### config.mk
export PLATFORM = sky130hd
export DESIGN_NAME = pulse_env_reader
export DESIGN_NICKNAME = d
export VERILOG_FILES = /design/src/rtl/pulse_env_reader_pkg.sv /design/src/rtl/pulse_env_reader_delay_pipe.sv /design/src/rtl/pulse_env_reader.sv
export SDC_FILE = /design/constraint.sdc
export NUM_CORES = 1
export LEC_CHECK = 0
export BUFFER_PORTS_ARGS = -buffer_cell sky130_fd_sc_hd__clkbuf_2
export CAP_MARGIN = 20
export CORE_MARGIN = 5
export CORE_UTILIZATION = 54
export DETAILED_ROUTE_END_ITERATION = 6
export GPL_TIMING_DRIVEN = 0
export PLACE_DENSITY_LB_ADDON = 0.15
export SLEW_MARGIN = 20
export SYNTH_ARGS = -nofsm -noshare
export SYNTH_HDL_FRONTEND = slang
export SYNTH_SLANG_ARGS = --single-unit
### constraint.sdc
create_clock -name clk -period 4.62 [get_ports clk]
set_clock_uncertainty 0.05 [all_clocks]
set_input_delay 0.924 -clock clk [delete_from_list [all_inputs] [get_ports clk]]
set_output_delay 0.924 -clock clk [all_outputs]
set_load 0.005 [all_outputs]
### src/rtl/pulse_env_reader_pkg.sv
// Shared types and constants for the pulse envelope reader: sequencer state
// encoding, default geometry and the env_word field split.
package pulse_env_reader_pkg;

  typedef enum logic {
    IDLE = 1'b0,
    RUN  = 1'b1
  } state_t;

  localparam int DEF_PHASE_WIDTH    = 14;
  localparam int DEF_FREQ_WIDTH     = 24;
  localparam int DEF_ENV_ADDR_WIDTH = 12;
  localparam int DEF_ENV_LEN_WIDTH  = 12;
  localparam int DEF_MEM_LATENCY    = 2;

  // env_word = {start_addr, length}: the address field starts right above the length
  localparam int ENV_ADDR_LSB = DEF_ENV_LEN_WIDTH;

  // Control bits carried through the latency pipe: valid, first, last
  localparam int PIPE_CTRL_W = 3;

endpackage

### src/rtl/pulse_env_reader_delay_pipe.sv
// Fixed-depth register pipe used to re-align read-side control and phase/freq
// with envelope data returning from memory.
module pulse_env_reader_delay_pipe #(
  parameter int WIDTH = 1,
  parameter int DEPTH = 1
) (
  input  logic             clk,
  input  logic             rstn,
  input  logic [WIDTH-1:0] din,
  output logic [WIDTH-1:0] dout
);

  logic [WIDTH-1:0] stage_p [DEPTH];

  always_ff @(posedge clk) begin
    if (!rstn) begin
      for (int i = 0; i < DEPTH; i++) stage_p[i] <= '0;
    end else begin
      stage_p[0] <= din;
      for (int i = 1; i < DEPTH; i++) stage_p[i] <= stage_p[i-1];
    end
  end

  assign dout = stage_p[DEPTH-1];

endmodule

### src/rtl/pulse_env_reader.sv
// Envelope memory read sequencer: walks start_addr..start_addr+length-1 after cstrobe
// and delivers phase/freq aligned with returned data. PULSE_ENV_READER_QUEUE_EN adds a pending slot.
module pulse_env_reader
  import pulse_env_reader_pkg::*;
#(
  parameter int PHASE_WIDTH    = DEF_PHASE_WIDTH,
  parameter int FREQ_WIDTH     = DEF_FREQ_WIDTH,
  parameter int ENV_ADDR_WIDTH = DEF_ENV_ADDR_WIDTH,
  parameter int ENV_LEN_WIDTH  = DEF_ENV_LEN_WIDTH,
  parameter int ENV_WORD_WIDTH = ENV_ADDR_WIDTH + ENV_LEN_WIDTH,
  parameter int MEM_LATENCY    = DEF_MEM_LATENCY
) (
  input  logic                      clk,
  input  logic                      rstn,
  input  logic                      cstrobe,
  input  logic [ENV_WORD_WIDTH-1:0] env_word,
  input  logic [PHASE_WIDTH-1:0]    phase,
  input  logic [FREQ_WIDTH-1:0]     freq,
  output logic                      env_ren,
  output logic [ENV_ADDR_WIDTH-1:0] env_raddr,
  output logic                      out_valid,
  output logic                      out_first,
  output logic                      out_last,
  output logic [PHASE_WIDTH-1:0]    out_phase,
  output logic [FREQ_WIDTH-1:0]     out_freq,
  output logic                      busy,
  output logic                      done
);

  localparam int ADDR_LSB = ENV_LEN_WIDTH;
  localparam int PIPE_W   = PIPE_CTRL_W + PHASE_WIDTH + FREQ_WIDTH;

  logic [ENV_ADDR_WIDTH-1:0] start_addr;
  logic [ENV_LEN_WIDTH-1:0]  start_len;
  logic                      start_ok;

  assign start_addr = env_word[ADDR_LSB +: ENV_ADDR_WIDTH];
  assign start_len  = env_word[ENV_LEN_WIDTH-1:0];
  assign start_ok   = cstrobe && (start_len != '0);

  state_t                    state_p0;
  logic                      vld_p0;
  logic                      first_p0;
  logic [ENV_ADDR_WIDTH-1:0] addr_p0;
  logic [ENV_LEN_WIDTH-1:0]  cnt_p0;
  logic [FREQ_WIDTH-1:0]     freq_p0;
  logic                      final_rd;

  assign final_rd = (state_p0 == RUN) && (cnt_p0 == ENV_LEN_WIDTH'(1));

  logic                      load;
  logic [ENV_ADDR_WIDTH-1:0] load_addr;
  logic [ENV_LEN_WIDTH-1:0]  load_len;
  logic [FREQ_WIDTH-1:0]     load_freq;

`ifdef PULSE_ENV_READER_QUEUE_EN
  logic                      pend_vld;
  logic [ENV_ADDR_WIDTH-1:0] pend_addr;
  logic [ENV_LEN_WIDTH-1:0]  pend_len;
  logic [FREQ_WIDTH-1:0]     pend_freq;
  logic                      pend_store;

  // A cstrobe on the final read goes straight in only if nothing is already waiting
  assign pend_store = (state_p0 == RUN) && start_ok && !(final_rd && !pend_vld);

  always_comb begin
    load      = 1'b0;
    load_addr = start_addr;
    load_len  = start_len;
    load_freq = freq;
    if (state_p0 == IDLE) begin
      load = start_ok;
    end else if (final_rd) begin
      if (pend_vld) begin
        load      = 1'b1;
        load_addr = pend_addr;
        load_len  = pend_len;
        load_freq = pend_freq;
      end else begin
        load = start_ok;
      end
    end
  end

  always_ff @(posedge clk) begin
    if (!rstn) begin
      pend_vld  <= 1'b0;
      pend_addr <= '0;
      pend_len  <= '0;
      pend_freq <= '0;
    end else if (pend_store) begin
      pend_vld  <= 1'b1;
      pend_addr <= start_addr;
      pend_len  <= start_len;
      pend_freq <= freq;
    end else if (final_rd) begin
      pend_vld  <= 1'b0;
    end
  end
`else
  // Any accepted cstrobe restarts the walk, preempting a sequence in flight
  always_comb begin
    load      = start_ok;
    load_addr = start_addr;
    load_len  = start_len;
    load_freq = freq;
  end
`endif

  // Stage p0: read request to envelope memory
  always_ff @(posedge clk) begin
    if (!rstn) begin
      state_p0 <= IDLE;
      vld_p0   <= 1'b0;
      first_p0 <= 1'b0;
      addr_p0  <= '0;
      cnt_p0   <= '0;
      freq_p0  <= '0;
    end else if (load) begin
      state_p0 <= RUN;
      vld_p0   <= 1'b1;
      first_p0 <= 1'b1;
      addr_p0  <= load_addr;
      cnt_p0   <= load_len;
      freq_p0  <= load_freq;
    end else if (state_p0 == RUN) begin
      first_p0 <= 1'b0;
      if (final_rd) begin
        state_p0 <= IDLE;
        vld_p0   <= 1'b0;
      end else begin
        addr_p0 <= addr_p0 + 1'b1;
        cnt_p0  <= cnt_p0 - 1'b1;
      end
    end
  end

  assign env_ren   = vld_p0;
  assign env_raddr = addr_p0;
  assign busy      = (state_p0 == RUN);

  // Stage pL: re-aligned with data returning MEM_LATENCY cycles later
  logic [PIPE_W-1:0] pipe_din;
  logic [PIPE_W-1:0] pipe_dout;

  assign pipe_din = {vld_p0, first_p0, final_rd, phase, freq_p0};

  pulse_env_reader_delay_pipe #(
    .WIDTH (PIPE_W),
    .DEPTH (MEM_LATENCY)
  ) u_delay_pipe (
    .clk  (clk),
    .rstn (rstn),
    .din  (pipe_din),
    .dout (pipe_dout)
  );

  assign {out_valid, out_first, out_last, out_phase, out_freq} = pipe_dout;
  assign done = out_valid & out_last;

endmodule
# Word-level counts from Yosys, hierarchy flattened
# Memory sizes are Yosys's and may differ from the RTL's.
# Cells that the tools add are included.
# word_totals
ff_bits	51
ramBits	82
out_inout_bits	56
mem_count	1
# op_classes
n_addsub	2
eq_ne	2
muxes	18
n_bitwise	3
n_reduce_logical	7
# memory_table
memory	words	word_bits	rd	rd_ports_with_merged_regs	write_ports	line_no	text
u_delay_pipe.stage_p	2	41	2	0	2	pulse_env_reader_delay_pipe.sv:13	logic [WIDTH-1:0] stage_p [DEPTH];
# op_table
cell	n
$mux W41	2
$mux W12	6
$add A12 B1 Y12 const B	1
$eq A12 B1 Y1 const B	1
$reduce_bool A12 Y1	1
$sub A12 B1 Y12 const B	1
$mux W1	10
$reduce_and A2 Y1	2
$reduce_bool A2 Y1	2
$logic_and A1 B1 Y1	2
$ne A2 B1 Y1 const B	1
$or A1 B1 Y1	2
$and A1 B1 Y1	1

# Longest topological paths before layout
# logic_depth
ltp_word	5
mapped_depth	8
depth_no_buf	6

# By module
# A second synthesis with hierarchy kept.
# unflattened
hier_cells	498
hier_area_um2	5064.9
# modules_own_cells
mod	instances	cells_each	area_per_inst_um2
pulse_env_reader_delay_pipe	1	213	2605.0
pulse_env_reader	1	285	2459.9

# Least setup slack after synthesis
# No wires, ideal clock.
# synth_timing
path_kind	input -> register
start	input env_word[10]
end	register addr_p0[1] (netlist: env_raddr[1])
setup_time_ns	0.119
arrival_ns	2.307
slack_ns	2.143
stages	6
n_path_buf	2
cell_sequence	or4_1 -> o31a_1 -> buf_2 -> buf_2 -> a21oi_1 -> a21oi_1
# synth_via
elab_chain_len	4
# synth_lines
item	line_no	text
from (decl)	pulse_env_reader.sv:16	input logic [ENV_WORD_WIDTH-1:0] env_word,
$reduce_bool A12 Y1 (*)	pulse_env_reader.sv:39	assign start_ok = cstrobe && (start_len != '0);
$logic_and A1 B1 Y1 (*)	pulse_env_reader.sv:39	
$ne A2 B1 Y1 (no line) / $reduce_bool A2 Y1 (equally long branches)	-	
$reduce_and A2 Y1 (no line)	-	
to (signal assigned)	pulse_env_reader.sv:123	addr_p0 <= load_addr;
to (signal assigned)	pulse_env_reader.sv:132	addr_p0 <= addr_p0 + 1'b1;
to (decl)	pulse_env_reader.sv:44	logic [ENV_ADDR_WIDTH-1:0] addr_p0;
# Mark *: on every way between the ends. The rest lies on a longest branch, timed or not.
# A chain may end at the register's enable or synchronous reset.

# Final worst setup path
# layout_timing
start	input env_word[10]
end	register addr_p0[8] (netlist: env_raddr[8])
# The elaborated chain is that of the path after synthesis.

==> impl_results.md <==
- Outcome: finished, final reports clean
- Root Driver: clkbuf_8
- Largest net degree at the start of global routing: 17
- Final Max Tran Viols: 0
- Final instance area: 6300 um2
- RSZ-0062 raised after global routing: false
- Sequential area share after synthesis: 0.537
- Placed Cells: 728
- Min Tclk post-route: 2.32 ns
- Cell Area, Synth: 4950 um2
- Critical path's top delay family: buffers and inverters
- Max Cap Viol: 0
- Min-delay worst type: reg2reg
- Number of I/O pins: 121
- Hold Fails Final Rpt: 0
- CTS resizes: 0
- Adder-cell share of the synthesized area: 0.00758
- Setup bufs post-CTS: 0
- Port buffer count: 119
- Skew-Pair Late Insertion Delay: 0.51 ns
- CP startpoint kind: primary input
- Final std cells w/o fill: 760
- Routed len/inst: 14.5 um
- Tot Pwr: 0.00281 W
- Clk sink count: 133
- Critical path type: in2reg
- Most common cell after layout, fill and taps aside: dfxtp_1
- GRT Util Overall: 0.205
- Fill count: 736
- Simple-Gate Fraction of Synth Area: 0.210
- Setup violators final: 0
- Tcrit/Tclk final: 0.502
- Crit path buf inv count: 3
- M1 GR Usage: 0.238
- Crit-path max FO: 10
- Initial Utilization: 0.544
- Worst Path Required: 4.94 ns
- Synth Register Bits: 133
- First-pass GRT wire length: 18,100 um
- Worst slew margin: 0.643
- Vias in the first global route: 3,861
- Measured slew at the worst slew-check pin: 0.535 ns
- Cells along the critical path: clkbuf_2 > or4_1 > o31ai_4 > buf_4 > buf_2 > a31oi_1
- Row count: 35
- Met2 GRT Util: 0.367
- Placed Instance Area: 5690 um2
- Total Wirelength: 11,000 um
- Die Wd: 106 um
- Die area: 11,200 um2
- Asr flop ratio synth: 0
- Nets: 704
- Drt pass-1 iters: 4
- Total gr overflow: 0
- Grt met3 use: 0.0508
- Dpl hpwl: 7820 um
- Iter 0 DRT Violations: 145
- Mux cell area share after synthesis: 0.00227
- Crit path largest cell delay: 0.59 ns
- Yosys warns: 0
- Critical Path Slowest Stage Cell: or4_1
- Share of cells above drive strength 1: 0.330
- Layout Area Growth over Synthesis: 27.1%
- Netlist cell types: 49
- Worst-path clk slew: 0.06 ns
- Largest family of logic cells by synthesized area: simple AND/OR/NAND/NOR gates
- Total negative slack: 0 ns
- Ys flop type: dfxtp_1
- Max VDD drop: 0.000247 V
- Busiest layer in global routing: met2
- Pleak: 2.80 nW
- Arrival @ worst endpoint: 2.64 ns
- Via count: 3,906
- Max Fclk: 431 MHz
- CTS Buffer Depth: 2
- Cells after Synth: 498
- Antenna violations before repair: 0
- N_diodes: 0
- CTS tree: built
- Num CTS Buffers: 17
- Hold_buf cts: 0
- Vias/cell: 5.14
- Final Wtd Congestion: 0.872
- Commonest cells after routing, fill and taps aside: dfxtp_1, clkbuf_2, and2_1
- Synthesized Nets: 566
- Post-synthesis area per instance: 9.95 um2
- Detail Route Antenna Nets: 0
- XOR/XNOR Fraction of Synth Area: 0.0124
- Die height: 106 um
- Htree depth: 4
- Crit path capture type: register
- DRC viols: 0
- Power per cell area: 446 nW/um2
- Synth Area in Compound Gates: 0.140
- Post-synth EDFFs: 0
- Placeable Area: 9110 um2
## state kept, by name, summed over array words and instances (netlist names)
register              flops
u_delay_pipe.stage_p     82
freq_p0                  24
cnt_p0                   12
env_raddr                12
busy                      1
env_ren                   1
first_p0                  1
## through the flow
step                worst slack (ns)   util  hold slack [ns]
CTS                             2.31  0.692            0.376
floorplan                       2.14      -            0.362
detailed placement              1.78  0.625            0.367
global route                    2.23  0.692            0.388
global placement                1.85  0.625            0.363
finish                          2.30  0.692            0.369
## cell type report
| class | instances | area [um2] | share of cell area |
|---|---|---|---|
| Sequential cell | 133 | 2660 | 0.423 |
| Multi-Input combinational cell | 294 | 1850 | 0.293 |
| Timing Repair Buffer | 119 | 596 | 0.0945 |
| Clock buffer | 20 | 445 | 0.0707 |
| Buffer | 66 | 428 | 0.0679 |
| Clock inverter | 12 | 165 | 0.0262 |
| Tap cell | 111 | 139 | 0.0220 |
| Inverter | 5 | 18.8 | 0.00298 |
## cells in the mapped netlist, types with 5 or more instances
library cell,count,area share
o21ai_0,25,0.025
a31oi_1,10,0.013
dfxtp_1,133,0.54
buf_4,39,0.059
a21oi_1,12,0.012
clkbuf_1,15,0.011
and2_1,82,0.10
buf_2,8,0.0081
or4_1,7,0.011
nand2_1,55,0.042
o31ai_1,6,0.0091
nand3_1,8,0.0081
a21boi_0,26,0.039
inv_1,5,0.0038
nor2_1,7,0.0053
## path summary, 6_finish.rpt
kind                               start                     endpoint  slack (ns)  cells after the start
max                         env_word[10]                 env_raddr[8]        2.30                      6
min          u_delay_pipe.stage_p[0][38]  u_delay_pipe.stage_p[0][79]        0.37                      1
max reg2reg                    cnt_p0[1]                    cnt_p0[1]        2.37                      7
min reg2reg  u_delay_pipe.stage_p[0][38]  u_delay_pipe.stage_p[0][79]        0.37                      1
## where the power goes
part	leakage (nW)	switching (W)	internal [W]
combinational	1.42	0.000108	0.000105
sequential	1.09	0.0000360	0.00120
clock	0.290	0.000500	0.000860
## kinds of logic (layout without fill, tap and decap cells)
kind of cell / Yosys count / count (layout)
AO/OA/AOI/OAI: 100 / 100
XOR/XNOR: 7 / 7
adder cells (fa/ha/maj): 3 / 3
buffers and inverters: 71 / 222
flip-flops: 133 / 133
multiplexers: 1 / 1
AND/OR/NAND/NOR: 183 / 183
## metal layers
metal,vias up,routed length (um)
met5,-,0
met4,0,127
met3,14,632
met2,130,5650
met1,1826,4610
li1,1936,-
Power figures use the tool's default switching activity.
